==> src/rtl/nes_controller.sv <==
// NES controller port at $4016/$4017 driven from a USB HID keycode.
// Each button is held for HOLD_CYCLES after its last matching keycode.
module nes_controller #(
   parameter int                HOLD_W      = 20,
   parameter logic [HOLD_W-1:0] HOLD_CYCLES = 20'd1_000_000
) (
   input  logic        MCLK,
   input  logic        RESET,
   input  logic        CPU_EN,
   input  logic [15:0] ADDR,
   input  logic        CPU_RW_n,
   input  logic [7:0]  DIN,
   output logic [7:0]  DOUT,
   output logic        DOUT_SEL,
   input  logic [7:0]  controller_keycode,
   output logic [7:0]  buttons_debug
);

   // Button bit positions: {Right,Left,Down,Up,Start,Select,B,A}
   localparam int BTN_A      = 0;
   localparam int BTN_B      = 1;
   localparam int BTN_SELECT = 2;
   localparam int BTN_START  = 3;
   localparam int BTN_UP     = 4;
   localparam int BTN_DOWN   = 5;
   localparam int BTN_LEFT   = 6;
   localparam int BTN_RIGHT  = 7;

   logic [7:0]        match;
   logic [7:0]        clr;
   logic [7:0]        pressed;
   logic [HOLD_W-1:0] hold_cnt [8];
   logic              strobe;
   logic [7:0]        shift;
   logic              sel_4016;
   logic              sel_4017;
   logic              rd_4016;
   logic              wr_4016;
   logic              unused_din;

   assign unused_din = ^DIN[7:1];

   always_comb begin
      match = 8'h00;
      case (controller_keycode)
         8'h0E:   match[BTN_A]      = 1'b1;
         8'h0D:   match[BTN_B]      = 1'b1;
         8'h2C:   match[BTN_SELECT] = 1'b1;
         8'h28:   match[BTN_START]  = 1'b1;
         8'h1A:   match[BTN_UP]     = 1'b1;
         8'h16:   match[BTN_DOWN]   = 1'b1;
         8'h04:   match[BTN_LEFT]   = 1'b1;
         8'h07:   match[BTN_RIGHT]  = 1'b1;
         default: match = 8'h00;
      endcase
   end

   // Loading one direction kills its opposite so the pad never reports both.
   always_comb begin
      clr            = 8'h00;
      clr[BTN_UP]    = match[BTN_DOWN];
      clr[BTN_DOWN]  = match[BTN_UP];
      clr[BTN_LEFT]  = match[BTN_RIGHT];
      clr[BTN_RIGHT] = match[BTN_LEFT];
   end

   always_ff @(posedge MCLK) begin
      for (int i = 0; i < 8; i++) begin
         if (RESET)
            hold_cnt[i] <= '0;
         else if (match[i])
            hold_cnt[i] <= HOLD_CYCLES;
         else if (clr[i])
            hold_cnt[i] <= '0;
         else if (hold_cnt[i] != '0)
            hold_cnt[i] <= hold_cnt[i] - {{(HOLD_W-1){1'b0}}, 1'b1};
      end
   end

   always_comb begin
      for (int i = 0; i < 8; i++)
         pressed[i] = |hold_cnt[i];
   end

   assign buttons_debug = pressed;

   assign sel_4016 = (ADDR == 16'h4016);
   assign sel_4017 = (ADDR == 16'h4017);
   assign rd_4016  = CPU_EN &  CPU_RW_n & sel_4016;
   assign wr_4016  = CPU_EN & ~CPU_RW_n & sel_4016;

   // The strobe in effect during a 1->0 write still reloads, so the shift
   // register ends up holding the vector seen on that write's cycle.
   always_ff @(posedge MCLK) begin
      if (RESET) begin
         strobe <= 1'b0;
         shift  <= 8'hFF;
      end else begin
         if (wr_4016)
            strobe <= DIN[0];
         if (strobe)
            shift <= pressed;
         else if (rd_4016)
            shift <= {1'b1, shift[7:1]};
      end
   end

   assign DOUT_SEL = (sel_4016 | sel_4017) & CPU_RW_n;

   // Upper bits model the open-bus $40 pattern; while strobed, A is live.
   always_comb begin
      DOUT = 8'h00;
      if (DOUT_SEL) begin
         if (sel_4016)
            DOUT = {7'b0100000, (strobe ? pressed[BTN_A] : shift[0])};
         else
            DOUT = 8'h40;
      end
   end

endmodule

==> config.mk <==
export PLATFORM = sky130hd
export DESIGN_NAME = nes_controller
export DESIGN_NICKNAME = d
export VERILOG_FILES = /design/src/rtl/nes_controller.sv
export SDC_FILE = /design/constraint.sdc
export NUM_CORES = 1
export LEC_CHECK = 0
export ABC_AREA = 1
export ABC_CLOCK_PERIOD_IN_PS = 2500
export CORE_ASPECT_RATIO = 0.75
export CORE_UTILIZATION = 55
export DETAILED_ROUTE_END_ITERATION = 10
export PLACE_DENSITY_LB_ADDON = 0.05
export RECOVER_POWER = 25
export SLEW_MARGIN = 40
export SYNTH_ARGS = -nofsm -noshare
export SYNTH_HDL_FRONTEND = slang
export SYNTH_SLANG_ARGS = --single-unit
==> constraint.sdc <==
create_clock -name MCLK -period 2.5 [get_ports MCLK]
set_input_delay 0.625 -clock MCLK [delete_from_list [all_inputs] [get_ports MCLK]]
set_output_delay 0.625 -clock MCLK [all_outputs]
set_load 0.01 [all_outputs]
; ---- Word-level counts from Yosys, hierarchy flattened
; Memory sizes are Yosys's and may differ from the RTL's.
; Index checks and enable logic that the tools add are counted.
[op_classes]
reduce_logical = 17
mux = 107
n_eq_ne = 10
n_bitwise = 27
add_sub_neg = 8
[op_table]
columns = op, n
row1 = 20-bit 2-to-1 mux, 20
row2 = 20-bit nonzero test, 8
row3 = 20-bit OR reduction, 8
row4 = 20-bit by 1-bit subtractor with 20-bit output (second input constant), 8
row5 = 1-bit 2-to-1 mux, 84
row6 = 16-bit by 15-bit equality test with 1-bit output (second input constant), 2
row7 = 1-bit bitwise OR, 21
row8 = 8-bit by 3-bit equality test with 1-bit output (second input constant), 2
row9 = 8-bit by 4-bit equality test with 1-bit output (second input constant), 2
row10 = 8-bit by 5-bit equality test with 1-bit output (second input constant), 2
row11 = 8-bit by 6-bit equality test with 1-bit output (second input constant), 2
row12 = 8-bit 2-to-1 mux, 2
row13 = 7-bit 2-to-1 mux, 1
row14 = 1-bit AND, 5
row15 = 2-bit nonzero test, 1
row16 = 1-bit inverter, 1
[word_totals]
in_bits = 36
mem_count = 1
mem_bits_rw = 160
regBits = 9
wordCells = 172
out_inout_bits = 17
[mem_list]
columns = name, depth, word_bits, read_ports, rd_ports_with_merged_regs, write_ports, line_no
row1 = hold_cnt, 8, 20, 8, 0, 8, 32  ; logic [HOLD_W-1:0] hold_cnt [8];

; ---- Depth between registers and ports, before layout
[logic_depth]
depth_word = 8
ltp_mapped = 11
depth_no_buf = 11

; ---- Worst setup path after synthesis
; Ideal clock, no wire load.
[synth_timing]
path_type = reg-to-reg
start = mem hold_cnt[5][0], in the netlist hold_cnt[1][20]
end = mem hold_cnt[5][0], in the netlist hold_cnt[1][20] (enable)
stages_incl_launch_ff = 11
setup_slack_ps = 318
setup_ps = 395
period_less_slack_ps = 2182
n_path_buf = 1
required_ps = 2105
t_arrival_ps = 1788
cell_sequence = edfxtp_1 > inv_1 > ha_1 > nand2_2 > nor2_4 > nand2_2 > nor2_4 > nand2_2 > nand2_4 > buf_6 > nand2_1
[synth_rtl]
columns = element, line_no
row1 = from (decl), 32

; ---- Final worst setup path
[layout_timing]
start = in ADDR[2]
end = out DOUT[0]
[layout_between]
elab_chain_cells = 4
elab_cells_between_ends = 6
classes_between = eq/ne: 2 / mux: 2 / bitwise: 2
[layout_lines]
columns = element, line_no
row1 = from (decl), 10  ; input logic [15:0] ADDR,
row2 = "16-bit by 15-bit equality test with 1-bit output, on equally long branches", "87, 88"
row3 = 1-bit bitwise OR, 108  ; assign DOUT_SEL = (sel_4016 | sel_4017) & CPU_RW_n;
row4 = 1-bit AND, 108
row5 = 7-bit 2-to-1 mux (*), 113  ; if (DOUT_SEL) begin
row6 = to (decl), 13  ; output logic [7:0] DOUT,
; Mark *: on every way between the ends. The rest lies on a longest branch, timed or not.

==> results.md <==
* Status: completed
* Initial Util at 0.573
* CTS tree: built
* Sequential share of power at 0.372
* Clock slew at reported path FFs at 0.07 ns
* F_max at between 0.4 and 0.5 GHz
* CP startpoint: ADDR[2]
* Total track usage at 0.234
* XOR/XNOR share of the synthesized area at 0.0714
* H-tree Lvls at 4
* DIE AREA at 19300 um^2
* Initial DRC count at 694
* Crit start category: primary input
* Global-route wire length before repair at 36100 um
* Pint at 7630 uW
* Crit path capture type: output pin
* ANT cells at 0
* Die Height at 121 um
* Final antenna-violating net count at 0
* Worst endpoint data arrival time at 1.87 ns
* Hold Crit Start: hold_cnt[1][60]
* WL/cell at 13.2 um
* IR drop worst, VDD at 0.643 mV
* Mapped Cells at 1267
* DP HPWL at ~16000 um
* Worst Path Required at 1.88 ns
* Switch share at 0.387
* Combinational share of power at 0.427
* Final design utilization at 0.681
* Final hold violation count at 0
* Row cnt at 42
* Cts-stage hold buffer count at 0
* Clock latency on the worst-skew pair at 0.43 ns
* Port bufs at 39
* Setup CP Type: primary input to output pin
* Post-Route Setup TNS at 0 ns
* Compound-gate portion of the synthesized area at 0.0402
* Drt pass-1 iters at 5
* Mapped Area at between 10000 and 15000 um^2
* Vias in the first global route at 7636
* Post-synthesis simple-gate area fraction at 0.323
* Mux contribution to synthesized area at 0
* Hold depth at 1
* Fin nets at 1439
* R2r startpoint: hold_cnt[1][40]
* Pwr dens at 1020 nW/um^2
* Vias/cell at 5.05
* Root Buffer: clkbuf_16
* Met2 global-route usage at 0.360
* Post-synth cell types at 38
* Met1 Track Usage GR at 0.342
* Worst R2R Path Depth at 8
* Fillers at 1493
* CTS Sinks at between 150 and 200
* RSZ-0062 raised after global routing: yes
* Maxcap violations at 0
* CTS Buffer Depth at 2
* Core footprint at 18000 um^2
* Psw at 4820 uW
* Antenna violations before repair at 0
* DP Area at between 10000 and 15000 um^2
* Synth async-reset ratio at 0
* Post-synthesis sequential area ratio at 0.484
* DR DRC count at 0
* Final setup violation count at 0
* CP Max Fanout at 2
* Main combinational cell family by area after synthesis: simple AND/OR/NAND/NOR gates
* Synth Register Bits at 169
* Wirelength, routed at 21700 um
* Synth warn at 0
* Busiest layer in global routing: met2
* Reg-to-reg endpoint: hold_cnt[1][57]
* Final period util at 0.998
* Die span in x at 160 um
* Pleak at approximately 0.0058 uW
* Max stage delay on crit path at 0.46 ns
* HP Class: register to register
* Critical Path End: DOUT[0]
* Io pins at 53
* Slew Viols, Final at 0
* Vias at a little over 8000
* Worst Clk Skew at between 0.009 and 0.01 ns
* TritonCTS Buffers at 17
* Largest net degree at the start of global routing at 21
* Time the worst path needs with I/O delays and setup at 2.50 ns
* CP max-delay cell: clkdlybuf4s50_1
* Met3 Use GR at 0.0384
* Area Growth Syn to Fin at 18.9%
* Worst-path cell chain: clkdlybuf4s50_1, nand3b_1, nor2_2, nand3_2, a21oi_2, buf_2
* Part of the power in the clock network at 0.201
* EDFF count, synth at 160
* Gpl congestion at approximately 0.89
* Adder-Cell Fraction of Synth Area at 0.0109
* Hold WS at 0.553 ns
* R2R Setup Slk at 0.52 ns
* Post-route cell area at between 10000 and 15000 um^2
* Total gr overflow at 0
* Top FF cell, synth: edfxtp_1
* Synth Area per Inst at 8.13 um^2
* Layout cell share with drive strength beyond 1 at 0.159
## worst min path at each step
stage          slack (ns)         endpoint
5_1_grt              0.57  hold_cnt[1][60]
6_report             0.55  hold_cnt[1][60]
4_1_cts              0.55   hold_cnt[0][0]
3_3_place_gp         0.54         shift[0]
2_1_floorplan        0.52         shift[0]
3_5_place_dp         0.54   hold_cnt[0][0]
## critical path: cells and delay by family
family / cells / cell delay [ns]
compound gates: 1 / 0.16
buf+inv: 2 / 0.62
simple gates: 3 / 0.47
## state kept, by name, indices dropped and copies added, names as in the netlist
signal and flops:
shift 8, strobe 1, hold_cnt 160
## metrics by stage
stage | setup WS [ns] | cells | power (uW)
floorplan | 0.318 | 1272 | 8380
global placement | -0.681 | 1595 | 9500
detailed placement | -0.745 | 1595 | 9610
CTS | -0.0154 | 1635 | 12300
global route | -0.0484 | 1647 | 13400
finish | 0.00497 | 1647 | 12500
## cell families after synthesis
family,count (synthesis)
DFF,169
and+or+nand+nor,755
xor gates and xnor gates,84
AOI/OAI and AO/OA,81
buffers and inverters,168
adders and majority gates,9
other,1
## cells in the mapped netlist, drive strengths merged (2+ instances only)
cell type    n  area (um^2)
xnor2       20          175
nand3       70          360
a21oi       51          255
inv        149          564
nand3b       7         52.6
xor2        64          561
o21ai       28          144
or2         16          100
nor2       277         1160
edfxtp     160         4800
clkbuf       3         11.3
ha           9          113
nand4       23          165
buf         16          144
and2         2         12.5
nand2      328         1320
nor3        29          145
dfxtp        9          180
## layout by cell type (no fill, tap or decap), drive strengths merged
| master | instances |
|---|---|
| nand2 | 328 |
| nor2 | 277 |
| edfxtp | 160 |
| inv | 149 |
| buf | 87 |
| nand3 | 70 |
| xor2 | 64 |
| a21oi | 51 |
| nor3 | 29 |
| o21ai | 28 |
| nand4 | 23 |
| clkbuf | 22 |
| xnor2 | 20 |
| clkdlybuf4s50 | 17 |
| or2 | 16 |
| dlymetal6s2s | 9 |
| dfxtp | 9 |
| ha | 9 |
| clkinv | 8 |
| nand3b | 7 |
| conb | 6 |
| dlygate4sd2 | 5 |
| and2 | 2 |
| bufinv | 2 |
| clkinvlp | 2 |
| nor4 | 1 |
| and3 | 1 |
| o21bai | 1 |
| o211ai | 1 |
| or3 | 1 |
## what timing repair did
action,in CTS,in global routing
gates resized for setup,55,37
pin swaps,9,17
buffers inserted,10,12
setup endpoints to repair,11,10
## power by group through the flow
stage	logic (uW)	clock network [uW]	registers (uW)
after floorplan	3860	0	4520
after global placement	4850	0	4650
after detailed placement	4950	0	4660
after CTS	5130	2540	4610
after global routing	6040	2660	4720
final	5320	2500	4630
## routing by layer
layer / wire (um) / vias up
met5: 0 / -
met4: 275 / 0
met3: 760 / 19
met1: 11000 / 3807
li1: - / 4326
met2: 9670 / 163
## area by class of cell
cell class,instances,area (um^2),area share
well taps,242,303,0.0247
repair buffers,122,1070,0.0870
clock inverters,12,110,0.00899
inverters,149,564,0.0461
flip-flops and latches,169,4980,0.407
clock buffers,18,429,0.0350
multi-input cells,935,4790,0.391
No activity file was read; power rests on OpenSTA's default activity.
